## src/rtl/arm_pkg.sv

```systemverilog
// Shared definitions for the ARM core pipeline: ALU commands and the
// ID/EXE register bundle.
package arm_pkg;

    localparam int PKG_DATA_W = 32;

    localparam logic [3:0] CMD_NOP = 4'b0000;
    localparam logic [3:0] CMD_MOV = 4'b0001;
    localparam logic [3:0] CMD_ADD = 4'b0010;
    localparam logic [3:0] CMD_ADC = 4'b0011;
    localparam logic [3:0] CMD_SUB = 4'b0100;
    localparam logic [3:0] CMD_SBC = 4'b0101;
    localparam logic [3:0] CMD_AND = 4'b0110;
    localparam logic [3:0] CMD_ORR = 4'b0111;
    localparam logic [3:0] CMD_EOR = 4'b1000;
    localparam logic [3:0] CMD_MVN = 4'b1001;

    typedef struct packed {
        logic                  wb_en;
        logic                  mem_r_en;
        logic                  mem_w_en;
        logic                  b;
        logic                  s;
        logic                  imm;
        logic [3:0]            exe_cmd;
        logic [3:0]            dest;
        logic [3:0]            src1;
        logic [3:0]            src2;
        logic [PKG_DATA_W-1:0] pc;
        logic [PKG_DATA_W-1:0] val_rn;
        logic [PKG_DATA_W-1:0] val_rm;
        logic [11:0]           shift_operand;
        logic [23:0]           signed_imm_24;
        logic [3:0]            sr;
        logic                  valid;
    } id_ex_t;

    // CMD_NOP is 0, so an all-zero bundle is a well-formed bubble
    localparam id_ex_t BUBBLE = '0;

endpackage

```

## src/rtl/sat_counter.sv

```systemverilog
// Saturating up-counter with synchronous active-low clear.
module sat_counter #(
    parameter int WIDTH = 16
) (
    input  logic             clk,
    input  logic             rst_n,
    input  logic             inc,
    output logic [WIDTH-1:0] count
);

    logic [WIDTH-1:0] r_cnt;

    always_ff @(posedge clk) begin
        if (!rst_n) begin
            r_cnt <= '0;
        end else if (inc && (r_cnt != '1)) begin
            r_cnt <= r_cnt + WIDTH'(1);
        end
    end

    assign count = r_cnt;

endmodule

```

## src/rtl/id_exe_stage_reg.sv

```systemverilog
// ID/EXE pipeline register: freeze hold, flush/hazard bubbles and
// saturating counters of bubbles inserted.
module id_exe_stage_reg
    import arm_pkg::*;
#(
    parameter int DATA_W = 32,
    parameter int CNT_W  = 16
) (
    input  logic              clk,
    input  logic              rst_n,
    input  logic              freeze,
    input  logic              flush,
    input  logic              hazard_detected,
    input  logic              id_wb_en,
    input  logic              id_mem_r_en,
    input  logic              id_mem_w_en,
    input  logic              id_b,
    input  logic              id_s,
    input  logic              id_imm,
    input  logic [3:0]        id_exe_cmd,
    input  logic [3:0]        id_dest,
    input  logic [3:0]        id_src1,
    input  logic [3:0]        id_src2,
    input  logic [DATA_W-1:0] id_pc,
    input  logic [DATA_W-1:0] id_val_rn,
    input  logic [DATA_W-1:0] id_val_rm,
    input  logic [11:0]       id_shift_operand,
    input  logic [23:0]       id_signed_imm_24,
    input  logic [3:0]        id_sr,
    output logic              exe_wb_en,
    output logic              exe_mem_r_en,
    output logic              exe_mem_w_en,
    output logic              exe_b,
    output logic              exe_s,
    output logic              exe_imm,
    output logic [3:0]        exe_exe_cmd,
    output logic [3:0]        exe_dest,
    output logic [3:0]        exe_src1,
    output logic [3:0]        exe_src2,
    output logic [DATA_W-1:0] exe_pc,
    output logic [DATA_W-1:0] exe_val_rn,
    output logic [DATA_W-1:0] exe_val_rm,
    output logic [11:0]       exe_shift_operand,
    output logic [23:0]       exe_signed_imm_24,
    output logic [3:0]        exe_sr,
    output logic              exe_valid,
    output logic [CNT_W-1:0]  hazard_cnt,
    output logic [CNT_W-1:0]  flush_cnt
);

    id_ex_t r_q;
    id_ex_t w_d;
    logic   w_haz_inc;
    logic   w_flush_inc;

    always_comb begin
        w_d               = BUBBLE;
        w_d.wb_en         = id_wb_en;
        w_d.mem_r_en      = id_mem_r_en;
        w_d.mem_w_en      = id_mem_w_en;
        w_d.b             = id_b;
        w_d.s             = id_s;
        w_d.imm           = id_imm;
        w_d.exe_cmd       = id_exe_cmd;
        w_d.dest          = id_dest;
        w_d.src1          = id_src1;
        w_d.src2          = id_src2;
        w_d.pc            = PKG_DATA_W'(id_pc);
        w_d.val_rn        = PKG_DATA_W'(id_val_rn);
        w_d.val_rm        = PKG_DATA_W'(id_val_rm);
        w_d.shift_operand = id_shift_operand;
        w_d.signed_imm_24 = id_signed_imm_24;
        w_d.sr            = id_sr;
        w_d.valid         = 1'b1;
    end

    always_ff @(posedge clk) begin
        if (!rst_n) begin
            r_q <= BUBBLE;
        end else if (!freeze) begin
            if (flush || hazard_detected) begin
                r_q <= BUBBLE;
            end else begin
                r_q <= w_d;
            end
        end
    end

    // A flush shadows a coincident hazard, so only one counter moves
    assign w_flush_inc = !freeze && flush;
    assign w_haz_inc   = !freeze && !flush && hazard_detected;

    sat_counter #(.WIDTH(CNT_W)) u_haz_cnt (
        .clk   (clk),
        .rst_n (rst_n),
        .inc   (w_haz_inc),
        .count (hazard_cnt)
    );

    sat_counter #(.WIDTH(CNT_W)) u_flush_cnt (
        .clk   (clk),
        .rst_n (rst_n),
        .inc   (w_flush_inc),
        .count (flush_cnt)
    );

    assign exe_wb_en         = r_q.wb_en;
    assign exe_mem_r_en      = r_q.mem_r_en;
    assign exe_mem_w_en      = r_q.mem_w_en;
    assign exe_b             = r_q.b;
    assign exe_s             = r_q.s;
    assign exe_imm           = r_q.imm;
    assign exe_exe_cmd       = r_q.exe_cmd;
    assign exe_dest          = r_q.dest;
    assign exe_src1          = r_q.src1;
    assign exe_src2          = r_q.src2;
    assign exe_pc            = DATA_W'(r_q.pc);
    assign exe_val_rn        = DATA_W'(r_q.val_rn);
    assign exe_val_rm        = DATA_W'(r_q.val_rm);
    assign exe_shift_operand = r_q.shift_operand;
    assign exe_signed_imm_24 = r_q.signed_imm_24;
    assign exe_sr            = r_q.sr;
    assign exe_valid         = r_q.valid;

endmodule
```

## config.mk

```make
export PLATFORM = sky130hd
export DESIGN_NAME = id_exe_stage_reg
export DESIGN_NICKNAME = d
export VERILOG_FILES = /design/src/rtl/arm_pkg.sv /design/src/rtl/sat_counter.sv /design/src/rtl/id_exe_stage_reg.sv
export SDC_FILE = /design/constraint.sdc
export NUM_CORES = 1
export LEC_CHECK = 0
export ABC_AREA = 1
export CORE_MARGIN = 5
export CORE_UTILIZATION = 42
export DETAILED_ROUTE_END_ITERATION = 10
export PLACE_DENSITY = 0.77
export SYNTH_ARGS = -nofsm -noshare
export SYNTH_HDL_FRONTEND = slang
export SYNTH_SLANG_ARGS = --single-unit
```

## constraint.sdc

```tcl
create_clock -name clk -period 1.6 [get_ports clk]
set_input_delay 0.32 -clock clk [delete_from_list [all_inputs] [get_ports clk]]
set_output_delay 0.32 -clock clk [all_outputs]
set_load 0.1 [all_outputs]
```

# Yosys cells after proc, flatten, opt, wreduce, memory -nomap -nowiden
# Cells that the tools add are included.
# word_totals
out_inout_bits	191
reg_bits	191
# classes
n_mux	1
add_sub_neg	2
n_eq_ne	2
n_reduce_logical	8
# ops
operator	count
$mux 159	1
$add 16x1->16 const B	2
$ne 16x16->1 const B	2
$logic_and 1x1->1	5
$logic_not 1->1	2
$logic_or 1x1->1	1

# Longest topological paths before layout
# logic_depth
ltp_word	4
ltp_mapped	10
mapped_depth_nobuf	9

# Modules after synthesis
# Synthesis repeated with hierarchy kept, for this count alone.
# unflattened
cells_unflattened	1010
hier_area_um2	7734.9
# modules_own_cells
mod	seq_area_each_um2	area_each_um2	cells_per_inst	n_inst
id_exe_stage_reg	3183.1	5743.0	712	1
sat_counter	320.3	996.0	149	2

# Least setup slack after synthesis
# No wires, ideal clock.
# synth_path
path_kind	register to register
startpoint	reg u_haz_cnt.r_cnt[0] (netlist: u_haz_cnt.count[0])
endpoint	reg u_haz_cnt.r_cnt[9] (netlist: u_haz_cnt.count[9])
arrival_ps	2032
required_time_ps	1481
path_stages_with_launch	8
setup_slack_ps	-551
setup_ps	119
period_less_slack_ps	2151
cell_sequence	dfxtp_1 > ha_1 > inv_2 > nor2_2 > nand4_2 > buf_6 > a21oi_1 > nor2_1
# synth_between
elab_chain_len	2
# synth_rtl
element	line	source
start, declared	sat_counter.sv:11	logic [WIDTH-1:0] r_cnt;
start signal, assigned	sat_counter.sv:17	r_cnt <= r_cnt + WIDTH'(1);
branches (longest 2 deep; another with $add 16x1->16)	--	
# Parallel ways; which one is timed is not known.
# A chain may end at the register's enable or synchronous reset.

# Final worst setup path
# layout_path
startpoint	reg u_haz_cnt.r_cnt[0] (netlist: u_haz_cnt.count[0])
endpoint	reg u_haz_cnt.r_cnt[6] (netlist: u_haz_cnt.count[6])
# Same word-level chain as after synthesis.

==> flow_summary.toml <==
[layout]
utilization = 0.790
area_delta_synth_final_pct = 85.3
fillers = 1111
seq_area_mm2 = 0.00390
instances_no_fill = 1594
multi_input_area_mm2 = 0.00339
nNetsFinal = 1516
drive_above_1_share = 0.240

[worst_setup_path]
crit_fanout = 5
cp_num_buf_inv = 1
r2r_slack_ps = 120
cp_slowest_cell = "dfxtp_4"
path_class = "reg2reg"
worst_path_most_repeated_cell = "nand2_1"
arrival_ps = 1790
cp_data_required_time_ps = 1910
worstPathCellList = "ha_2 -> buf_4 -> nand2_1 -> nor2_2 -> nand2_1 -> a21oi_1 -> nor2_1"
crit_path_end_kind = "register"
cp_num_cells = 7
cp-start-kind = "register"
cpPeakStageDelay_ps = 380
crit_family = "simple AND/OR/NAND/NOR gates"
reg2regPathDepth = 7

[clocking]
clockBufferDepth = 2
h-tree-depth = 4
cts_hold_buf = 0
root_buffer = "clkbuf_16"
cts_resized = 0
numCtsBuffers = 17
path_clk_slew_ps = 70
clkLatencyLatePin_ps = 420
clock-sinks = 191
post_cts_buffers = 0
cts_tree = "yes"

[yosys]
synth-seq-cells = 191
syn_area_mm2 = 0.00766
ys_seq_area_frac = 0.499
syn_area_per_cell_um2 = 7.54
synth_cell_type_count = 26
synth_fp_nets = 1181
synthCells = 1016
yosysWarnings = 0

[drt]
detail_route.wirelength_um = 29100
vias = 8500
vias_per_cell = 5.33
wl_per_cell_um = 18.2
drcViolationCount = 0
drt_pre_antenna_iters = 5
drt_iter0_markers = 584
ant_nets = 0

[floorplanning]
rows = 49
start_util = 0.426
fp.dieW_um = 145
dieArea_mm2 = 0.0210
core-area_mm2 = 0.0180
die_y_um = 145
ios = 354

[place]
gp_congestion = 0.931
io_buffers = 353
post-place-cells = 1559
dp_hpwl_um = 21800

[global_route]
grt_max_degree = 89
grt_use_total = 0.265
grt_overflow_total = 0
grt_pass1_wl_um = 45600
antenna_found_initial = 1
grt_pass1_vias = 8359

[power]
peakVddDrop_uv = 704
powerDensity_mw_per_mm2 = 790
p_leak_nw = 5.19

[timing]
holdWs_ps = 451
drv_slew = 0
setup_violations = 0
maxSlewHeadroom = 0.721
finalHoldViolCount = 0
fin_skew_ps = 5.54
worst_pin_slew_ps = 418
fin_setup_tns_ps = 0
min_period_ps = 1480
fin_crit_sh = 0.926
rsz0062_at_grt = "false"
max_clock_freq_mhz = 675

[worst_hold_path]
hold_class = "in2reg"
holdPathStages = 5

[outcome]
status = "finished clean"

[job]
drv_cap = 0
[power breakdown]
group / internal (W) / switching [W]
Sequential: 0.00483 / 0.000116
Combinational: 0.000928 / 0.00126
Clock: 0.00211 / 0.00196
[metrics by stage]
| step | cell area (µm²) | total power, W | setup slack (ps) |
|---|---|---|---|
| 2_1_floorplan | 7740 | 0.00614 | 2.20 |
| 3_3_place_gp | 13600 | 0.00722 | -129 |
| 3_5_place_dp | 13600 | 0.00725 | -209 |
| 4_1_cts | 14100 | 0.0113 | 80.7 |
| 5_1_grt | 14200 | 0.0116 | 16.1 |
| 6_report | 14200 | 0.0112 | 119 |
[sequential cells by signal (all words and copies together) (netlist names), 4 cells and up]
| name | count |
|---|---|
| u_flush_cnt.count | 16 |
| exe_val_rn | 32 |
| exe_sr | 4 |
| exe_exe_cmd | 4 |
| exe_pc | 32 |
| exe_shift_operand | 12 |
| exe_dest | 4 |
| exe_src2 | 4 |
| exe_signed_imm_24 | 24 |
| exe_val_rm | 32 |
| exe_src1 | 4 |
| u_haz_cnt.count | 16 |
[synth_stat cells]
cell      number  area (µm²)
ha_1           2        25.0
nor3_1         4        20.0
inv_2          4        15.0
nand3b_1       2        15.0
nand2_2        6        37.5
nor2_4         4        45.0
nor2_8         1        20.0
nand3_2        4        40.0
nand2_1      235         882
nand3_1      191         956
nor2_2         9        56.3
a21oi_1      181         906
and2_1         1        6.26
buf_1          6        22.5
buf_6          3        33.8
nand4_4        1        21.3
inv_1         24        90.1
nor2_1        74         278
nand4_2        1        12.5
nand4_1        3        18.8
dfxtp_1      191        3820
buf_4          3        22.5
nand2_4        1        11.3
buf_2         44         220
clkinv_1       1        3.75
clkbuf_1      20        75.1
[cells in the final DEF, fill, tap and decap left out, drive strengths merged]
cell,netlist,routed
a21oi,181,181
and2,1,1
buf,56,229
clkbuf,20,19
clkdlybuf4s50,0,161
clkinv,1,6
clkinvlp,0,1
dfxtp,191,191
diode,0,1
ha,2,2
inv,28,35
nand2,242,243
nand3,195,195
nand3b,2,2
nand4,5,6
nor2,88,88
nor3,4,4
[layer usage]
layer / up-vias / track usage / routed length [µm] / part of all wire
li1: 4066 / - / - / -
met1: 3957 / 0.294 / 10200 / 0.35
met2: 404 / 0.463 / 15100 / 0.52
met3: 73 / 0.0804 / 2500 / 0.086
met4: 0 / 0.121 / 1270 / 0.044
met5: - / 0 / 0 / 0
[kinds of logic after synthesis]
kind of cell | Yosys count | synth area share
simple gates | 537 | 0.316
flops | 191 | 0.499
compound gates | 181 | 0.118
buf+inv | 105 | 0.0631
fa+ha+maj | 2 | 0.00327
[final timing paths]
path                              startpoint                                  to
min reg2reg           exe_valid$_SDFFE_PN0N_              exe_valid$_SDFFE_PN0N_
max          u_haz_cnt.count[0]$_SDFFE_PN0P_     u_haz_cnt.count[6]$_SDFFE_PN0P_
max reg2reg  u_haz_cnt.count[0]$_SDFFE_PN0P_     u_haz_cnt.count[6]$_SDFFE_PN0P_
min                                   freeze  u_flush_cnt.count[12]$_SDFFE_PN0P_
[final cells by class]
class                           instances  share of cell area
Multi-Input combinational cell        722               0.239
Tap cell                              229              0.0202
Clock inverter                         13             0.00732
Antenna cell                            1            0.000176
Timing Repair Buffer                  390               0.418
Inverter                               29             0.00802
Sequential cell                       191               0.275
Clock buffer                           19              0.0319
[worst reg2reg max path: cells and delay by family (launching register included)]
family | cells | cell delay (ps)
compound gates | 1 | 170
fa+ha+maj | 1 | 190
buf+inv | 1 | 130
flops | 1 | 380
simple gates | 4 | 500
Power figures use the tool's default switching activity.
